`src/rtl/tl_traffic_sensor_pkg.sv`:
```
// Shared traffic-light definitions: light codes seen by controller and sensor,
// plus the sizing of the per-lane departure timer.
package tl_traffic_sensor_pkg;

   typedef enum logic [1:0] {
      GREEN  = 2'b00,
      YELLOW = 2'b01,
      LEFT   = 2'b10,
      RED    = 2'b11
   } light_t;

   // Wide enough for timer values 0..14 (DEP_CYCLES up to 15).
   localparam int TMR_W = 4;

endpackage

```
`src/rtl/tl_lane_queue.sv`:
```
// One lane: saturating vehicle queue counter, departure timer and sticky
// overflow flag.
module tl_lane_queue
   import tl_traffic_sensor_pkg::*;
#(
   parameter int DEP_CYCLES = 2,
   parameter int CNT_W      = 4
) (
   input  logic             clk,
   input  logic             reset,
   input  logic             serve,
   input  logic             arr,
   output logic [CNT_W-1:0] cnt,
   output logic             occ,
   output logic             ovf
);

   logic [TMR_W-1:0] tmr;
   logic [TMR_W-1:0] tmr_nxt;
   logic [CNT_W-1:0] cnt_nxt;
   logic             ovf_nxt;
   logic             qual;
   logic             dep;

   always_comb begin
      qual    = serve && (cnt != '0);
      dep     = qual && (tmr == TMR_W'(DEP_CYCLES - 1));
      tmr_nxt = '0;
      cnt_nxt = cnt;
      ovf_nxt = ovf;
      if (qual && !dep)
         tmr_nxt = tmr + 1'b1;
      // A same-edge departure frees a slot, so a full queue only drops when nothing leaves.
      if (arr && !dep) begin
         if (cnt == '1)
            ovf_nxt = 1'b1;
         else
            cnt_nxt = cnt + 1'b1;
      end else if (dep && !arr) begin
         cnt_nxt = cnt - 1'b1;
      end
   end

   always_ff @(posedge clk or posedge reset) begin
      if (reset) begin
         tmr <= '0;
         cnt <= '0;
         ovf <= 1'b0;
      end else begin
         tmr <= tmr_nxt;
         cnt <= cnt_nxt;
         ovf <= ovf_nxt;
      end
   end

   assign occ = (cnt != '0);

endmodule

```
`src/rtl/tl_traffic_sensor.sv`:
```
// Traffic sensor: decodes which lanes the lights serve, tracks four lane
// queues and flags conflicting light combinations.
module tl_traffic_sensor
   import tl_traffic_sensor_pkg::*;
#(
   parameter int DEP_CYCLES = 2,
   parameter int CNT_W      = 4
) (
   input  logic             clk,
   input  logic             reset,
   input  logic [1:0]       La,
   input  logic [1:0]       Lb,
   input  logic             arr_a,
   input  logic             arr_al,
   input  logic             arr_b,
   input  logic             arr_bl,
   output logic             Ta,
   output logic             Tal,
   output logic             Tb,
   output logic             Tbl,
   output logic [CNT_W-1:0] cnt_a,
   output logic [CNT_W-1:0] cnt_al,
   output logic [CNT_W-1:0] cnt_b,
   output logic [CNT_W-1:0] cnt_bl,
   output logic [3:0]       ovf,
   output logic             conflict
);

   logic serve_a, serve_al, serve_b, serve_bl;
   logic ovf_a, ovf_al, ovf_b, ovf_bl;

   always_comb begin
      serve_a  = (La == GREEN);
      serve_al = (La == LEFT);
      serve_b  = (Lb == GREEN);
      serve_bl = (Lb == LEFT);
   end

   tl_lane_queue #(.DEP_CYCLES(DEP_CYCLES), .CNT_W(CNT_W)) u_lane_a (
      .clk(clk), .reset(reset), .serve(serve_a), .arr(arr_a),
      .cnt(cnt_a), .occ(Ta), .ovf(ovf_a)
   );

   tl_lane_queue #(.DEP_CYCLES(DEP_CYCLES), .CNT_W(CNT_W)) u_lane_al (
      .clk(clk), .reset(reset), .serve(serve_al), .arr(arr_al),
      .cnt(cnt_al), .occ(Tal), .ovf(ovf_al)
   );

   tl_lane_queue #(.DEP_CYCLES(DEP_CYCLES), .CNT_W(CNT_W)) u_lane_b (
      .clk(clk), .reset(reset), .serve(serve_b), .arr(arr_b),
      .cnt(cnt_b), .occ(Tb), .ovf(ovf_b)
   );

   tl_lane_queue #(.DEP_CYCLES(DEP_CYCLES), .CNT_W(CNT_W)) u_lane_bl (
      .clk(clk), .reset(reset), .serve(serve_bl), .arr(arr_bl),
      .cnt(cnt_bl), .occ(Tbl), .ovf(ovf_bl)
   );

   assign ovf = {ovf_bl, ovf_b, ovf_al, ovf_a};

   // Both streets showing anything but red is a controller fault; latch it until reset.
   always_ff @(posedge clk or posedge reset) begin
      if (reset)
         conflict <= 1'b0;
      else if ((La != RED) && (Lb != RED))
         conflict <= 1'b1;
   end

endmodule

```
`config.mk`:
```
export PLATFORM = sky130hd
export DESIGN_NAME = tl_traffic_sensor
export DESIGN_NICKNAME = d
export VERILOG_FILES = /design/src/rtl/tl_traffic_sensor_pkg.sv /design/src/rtl/tl_lane_queue.sv /design/src/rtl/tl_traffic_sensor.sv
export SDC_FILE = /design/constraint.sdc
export NUM_CORES = 1
export LEC_CHECK = 0
export ABC_AREA = 1
export CORE_UTILIZATION = 44
export CTS_CLUSTER_SIZE = 10
export DETAILED_ROUTE_END_ITERATION = 6
export PLACE_DENSITY_LB_ADDON = 0.12
export SLEW_MARGIN = 10
export SYNTH_ARGS = -nofsm -noshare
export SYNTH_HDL_FRONTEND = slang
export SYNTH_HIERARCHICAL = 1
export SYNTH_SLANG_ARGS = --single-unit
```
`constraint.sdc`:
```
create_clock -name clk -period 2.2 [get_ports clk]
set_clock_uncertainty 0.05 [all_clocks]
set_input_delay 0.22 -clock clk [delete_from_list [all_inputs] [get_ports clk]]
set_output_delay 0.22 -clock clk [all_outputs]
set_load 0.01 [all_outputs]
```
==> summary.txt <==
Status
  • Status: finished clean

STA
  • Unrepaired setup endpoints after global routing: no
  • Final hold violation count: 0
  • Max Freq: roughly 0.49 GHz
  • Min cycle time layout: between 2 and 2.5 ns
  • Max transition margin: 75.80%
  • Worst-margin pin slew: 0.3626 ns
  • Final setup violation count: 0
  • Setup slack after layout: between 0.15 and 0.2 ns
  • Period Utilization, post-route: 92.67%
  • Final-report max-slew violation count: 0

Final layout
  • Most frequent cells in the layout: 37 x nand2_1, 37 x dfrtp_1, 34 x clkdlybuf4s50_1, 32 x inv_1, 24 x nor2_1
  • Layout cells sized above 1: 25.16%
  • Sequential cell area: 925.9 µm²
  • # fillers: a little over 500
  • Fin nets: around 340
  • Synthesis-to-layout area growth: 27.72%
  • Finished Layout Cells: 380
  • Multi-input gate area: between 1000 and 1500 µm²
  • Number of diodes: 0

Synth
  • Synth Cell Area: 2342 µm²
  • Yosys warns: 6
  • Synth Area in Simple Gates: 29.06%
  • Seq/Total Area, Yosys: 39.53%
  • Post-synthesis register bit count: 37
  • Avg Cell Area, Syn: 9.114 µm²
  • Largest family of logic cells by synthesized area: simple AND/OR/NAND/NOR gates
  • Post-synthesis xor/xnor area fraction: 5.983%
  • Number of distinct library cells after synthesis: 22
  • Synth Area in Compound Gates: 6.410%
  • Adder-Cell Fraction of Synth Area: 11.97%
  • Gate Count Post-Synth: 257
  • Mux contribution to synthesized area: 0%
  • Syn nets: 287

Place
  • Hpwl dp: 3472 µm
  • Placed Cells: 371
  • PortBufs: 34
  • GPL Wtd Cong: 0.7436
  • Pre-CTS WS: -0.06652 ns

Route
  • DRC violations left: 0
  • Via/cell ratio: 4.676
  • Post-detailed-route count of antenna-violating nets: 0
  • Final WL: 4383 µm
  • DR WL/cell: 11.53 µm
  • Vias: approximately 1.8k
  • Iteration-0 DRC Markers: 80
  • Pre-antenna DRT Iters: 4

Floorplan
  • Row Count: 26
  • Die H: ~75 µm
  • Initial Utilization: 45.86%
  • Core area: 5107 µm²
  • Ports: 35
  • Die Width: 74.96 µm
  • Die area: roughly 5600 µm²

Global route
  • Initial antenna violation count: 0
  • Largest net degree at the start of global routing: 12
  • First-pass GRT wire length: 7210 µm
  • Number of global-route vias before repair: 1677
  • Remaining Overflow, GRT: 0
  • GRT Total Usage: 17.16%

Clock tree
  • Clock Sink Count: 37
  • H-tree depth: 2
  • Num CTS Buffers: 5
  • Max clock buf depth: 2
  • Worst-Skew Late Latency: 0.29 ns
  • Root Buffer: clkbuf_8
  • Worst-path clk slew: 0.07 ns
  • CTS tree: built

Critical path
  • Worst path required time: 2.33 ns
  • CP dominant cell by count: nand2_1
  • Critical path, cell by cell: inv_1, ha_1, nand2_2, nor2_2, nand3_2, nand2_1, ha_1, nand2_1, nand2_1, a21oi_2, inv_1, nand2_1, nand3_1, nand2_1, nand2_1
  • Data arrival time of the worst path: around 2.2 ns
  • WS Path Type: reg -> reg
  • R2R depth: 15
  • Critical-path top delay cell: dfrtp_1
  • Worst setup path startpoint: u_lane_al/tmr[1]
  • CP Capture Type: flop
  • Crit-path max cell delay: roughly 0.40 ns
  • Reg2reg start: u_lane_al/tmr[1]
  • CP bufs+invs: 2
  • Crit path launch type: flop
  • WP depth: 15
  • Maximum fanout along the worst path: 3
  • CP delay by family, top: simple AND/OR/NAND/NOR gates

Power and ir drop
  • Overall Power: 3.434 mW
  • Worst IR Drop VDD: around 0.00054 V
  • Static Leakage: 1.407 nW
  • Pwr Density: 1148 nW/µm²

Flow run
  • Max-cap violations: 0

Hold path
  • Hold WC Path Type: in -> async
[worst reg2reg max path, cell delays in order (launching register included)]
cell     delay (ns)
dfrtp_1        0.40
inv_1          0.06
ha_1           0.14
nand2_2        0.06
nor2_2         0.12
nand3_2        0.09
nand2_1        0.11
ha_1           0.27
nand2_1        0.08
nand2_1        0.06
a21oi_2        0.14
inv_1          0.06
nand2_1        0.09
nand3_1        0.08
nand2_1        0.07
nand2_1        0.05
[report_power, final]
group / internal, mW / switching, mW
registers: 0.877 / 0.226
clock network: 0.283 / 0.240
logic: 0.902 / 0.906
[worst paths after layout]
kind                       slack (ns)                to
max                              0.16  u_lane_al/cnt[3]
min                              0.16          conflict
max reg2reg                      0.16  u_lane_al/cnt[3]
min reg2reg                      0.43      u_lane_a/ovf
max in group asynchronous        1.53   u_lane_a/tmr[1]
min in group clk                 0.43      u_lane_a/ovf
[final cells by class]
cell class | instances | share of cell area [%]
tap | 70 | 2.928
timing repair buffer | 49 | 15.14
clock inverter | 1 | 0.1673
multi-input combinational | 180 | 43.08
sequential | 37 | 30.95
inverter | 36 | 4.517
clock buffer | 7 | 3.220
[registers in the layout, summed over array words and instances, names as in the netlist]
register	cells
u_lane_b/ovf	1
u_lane_a/ovf	1
u_lane_al/ovf	1
conflict	1
u_lane_bl/cnt	4
u_lane_b/cnt	4
u_lane_b/tmr	4
u_lane_bl/ovf	1
u_lane_a/cnt	4
u_lane_a/tmr	4
u_lane_al/tmr	4
u_lane_bl/tmr	4
u_lane_al/cnt	4
[layer usage]
metal | vias up | GRT usage (%) | part of all wire [%]
li1 | 920 | - | -
met3 | 4 | 3.614 | 3.4
met4 | 0 | 6.289 | 1.4
met5 | - | 0 | 0
met2 | 33 | 27.33 | 46
met1 | 820 | 23.14 | 49
[synth_stat cells]
master / n / area (µm²)
o21bai_1: 4 / 30.03
a21oi_1: 4 / 20.02
xnor2_1: 8 / 70.07
inv_2: 4 / 15.01
xor2_1: 8 / 70.07
nand2_4: 4 / 45.04
nand2_1: 40 / 150.1
nor2_1: 24 / 90.09
o21ai_1: 4 / 20.02
nand3_1: 16 / 80.08
ha_1: 16 / 200.2
nand3_2: 12 / 120.1
nand2_2: 8 / 50.05
nand4_1: 8 / 50.05
nor2_2: 8 / 50.05
a21oi_2: 4 / 35.03
inv_1: 32 / 120.1
buf_4: 4 / 30.03
nor2_4: 4 / 45.04
fa_1: 4 / 80.08
a21boi_2: 4 / 45.04
dfrtp_1: 37 / 925.9
[metrics by stage]
step	setup TNS (ns)	util [%]	hold slack [ns]	instance area [µm²]
2_1_floorplan	0	-	-0.1013	2342
3_3_place_gp	-0.02533	55.71	0.4025	2845
3_5_place_dp	-0.06652	55.71	0.4149	2845
4_1_cts	0	57.69	0.1822	2947
5_1_grt	0	58.57	0.1966	2992
6_report	0	58.57	0.1609	2992
[timing repair]
action | 4_1_cts | 5_1_grt
buffers inserted | 0 | 1
resized for setup | 0 | 10
hold endpoints to repair | 0 | 0
hold buffers | 0 | 0
endpoints found under the setup margin | 0 | 4
[logic make-up (layout without fill, tap and decap cells)]
logic type	after synthesis	in the layout
and+or+nand+nor	124	124
buffers and inverters	40	93
DFF	37	37
adders and majority gates	20	20
AOI/OAI and AO/OA	20	20
xor gates and xnor gates	16	16
Note: power is estimated with default switching activity, not from simulation.
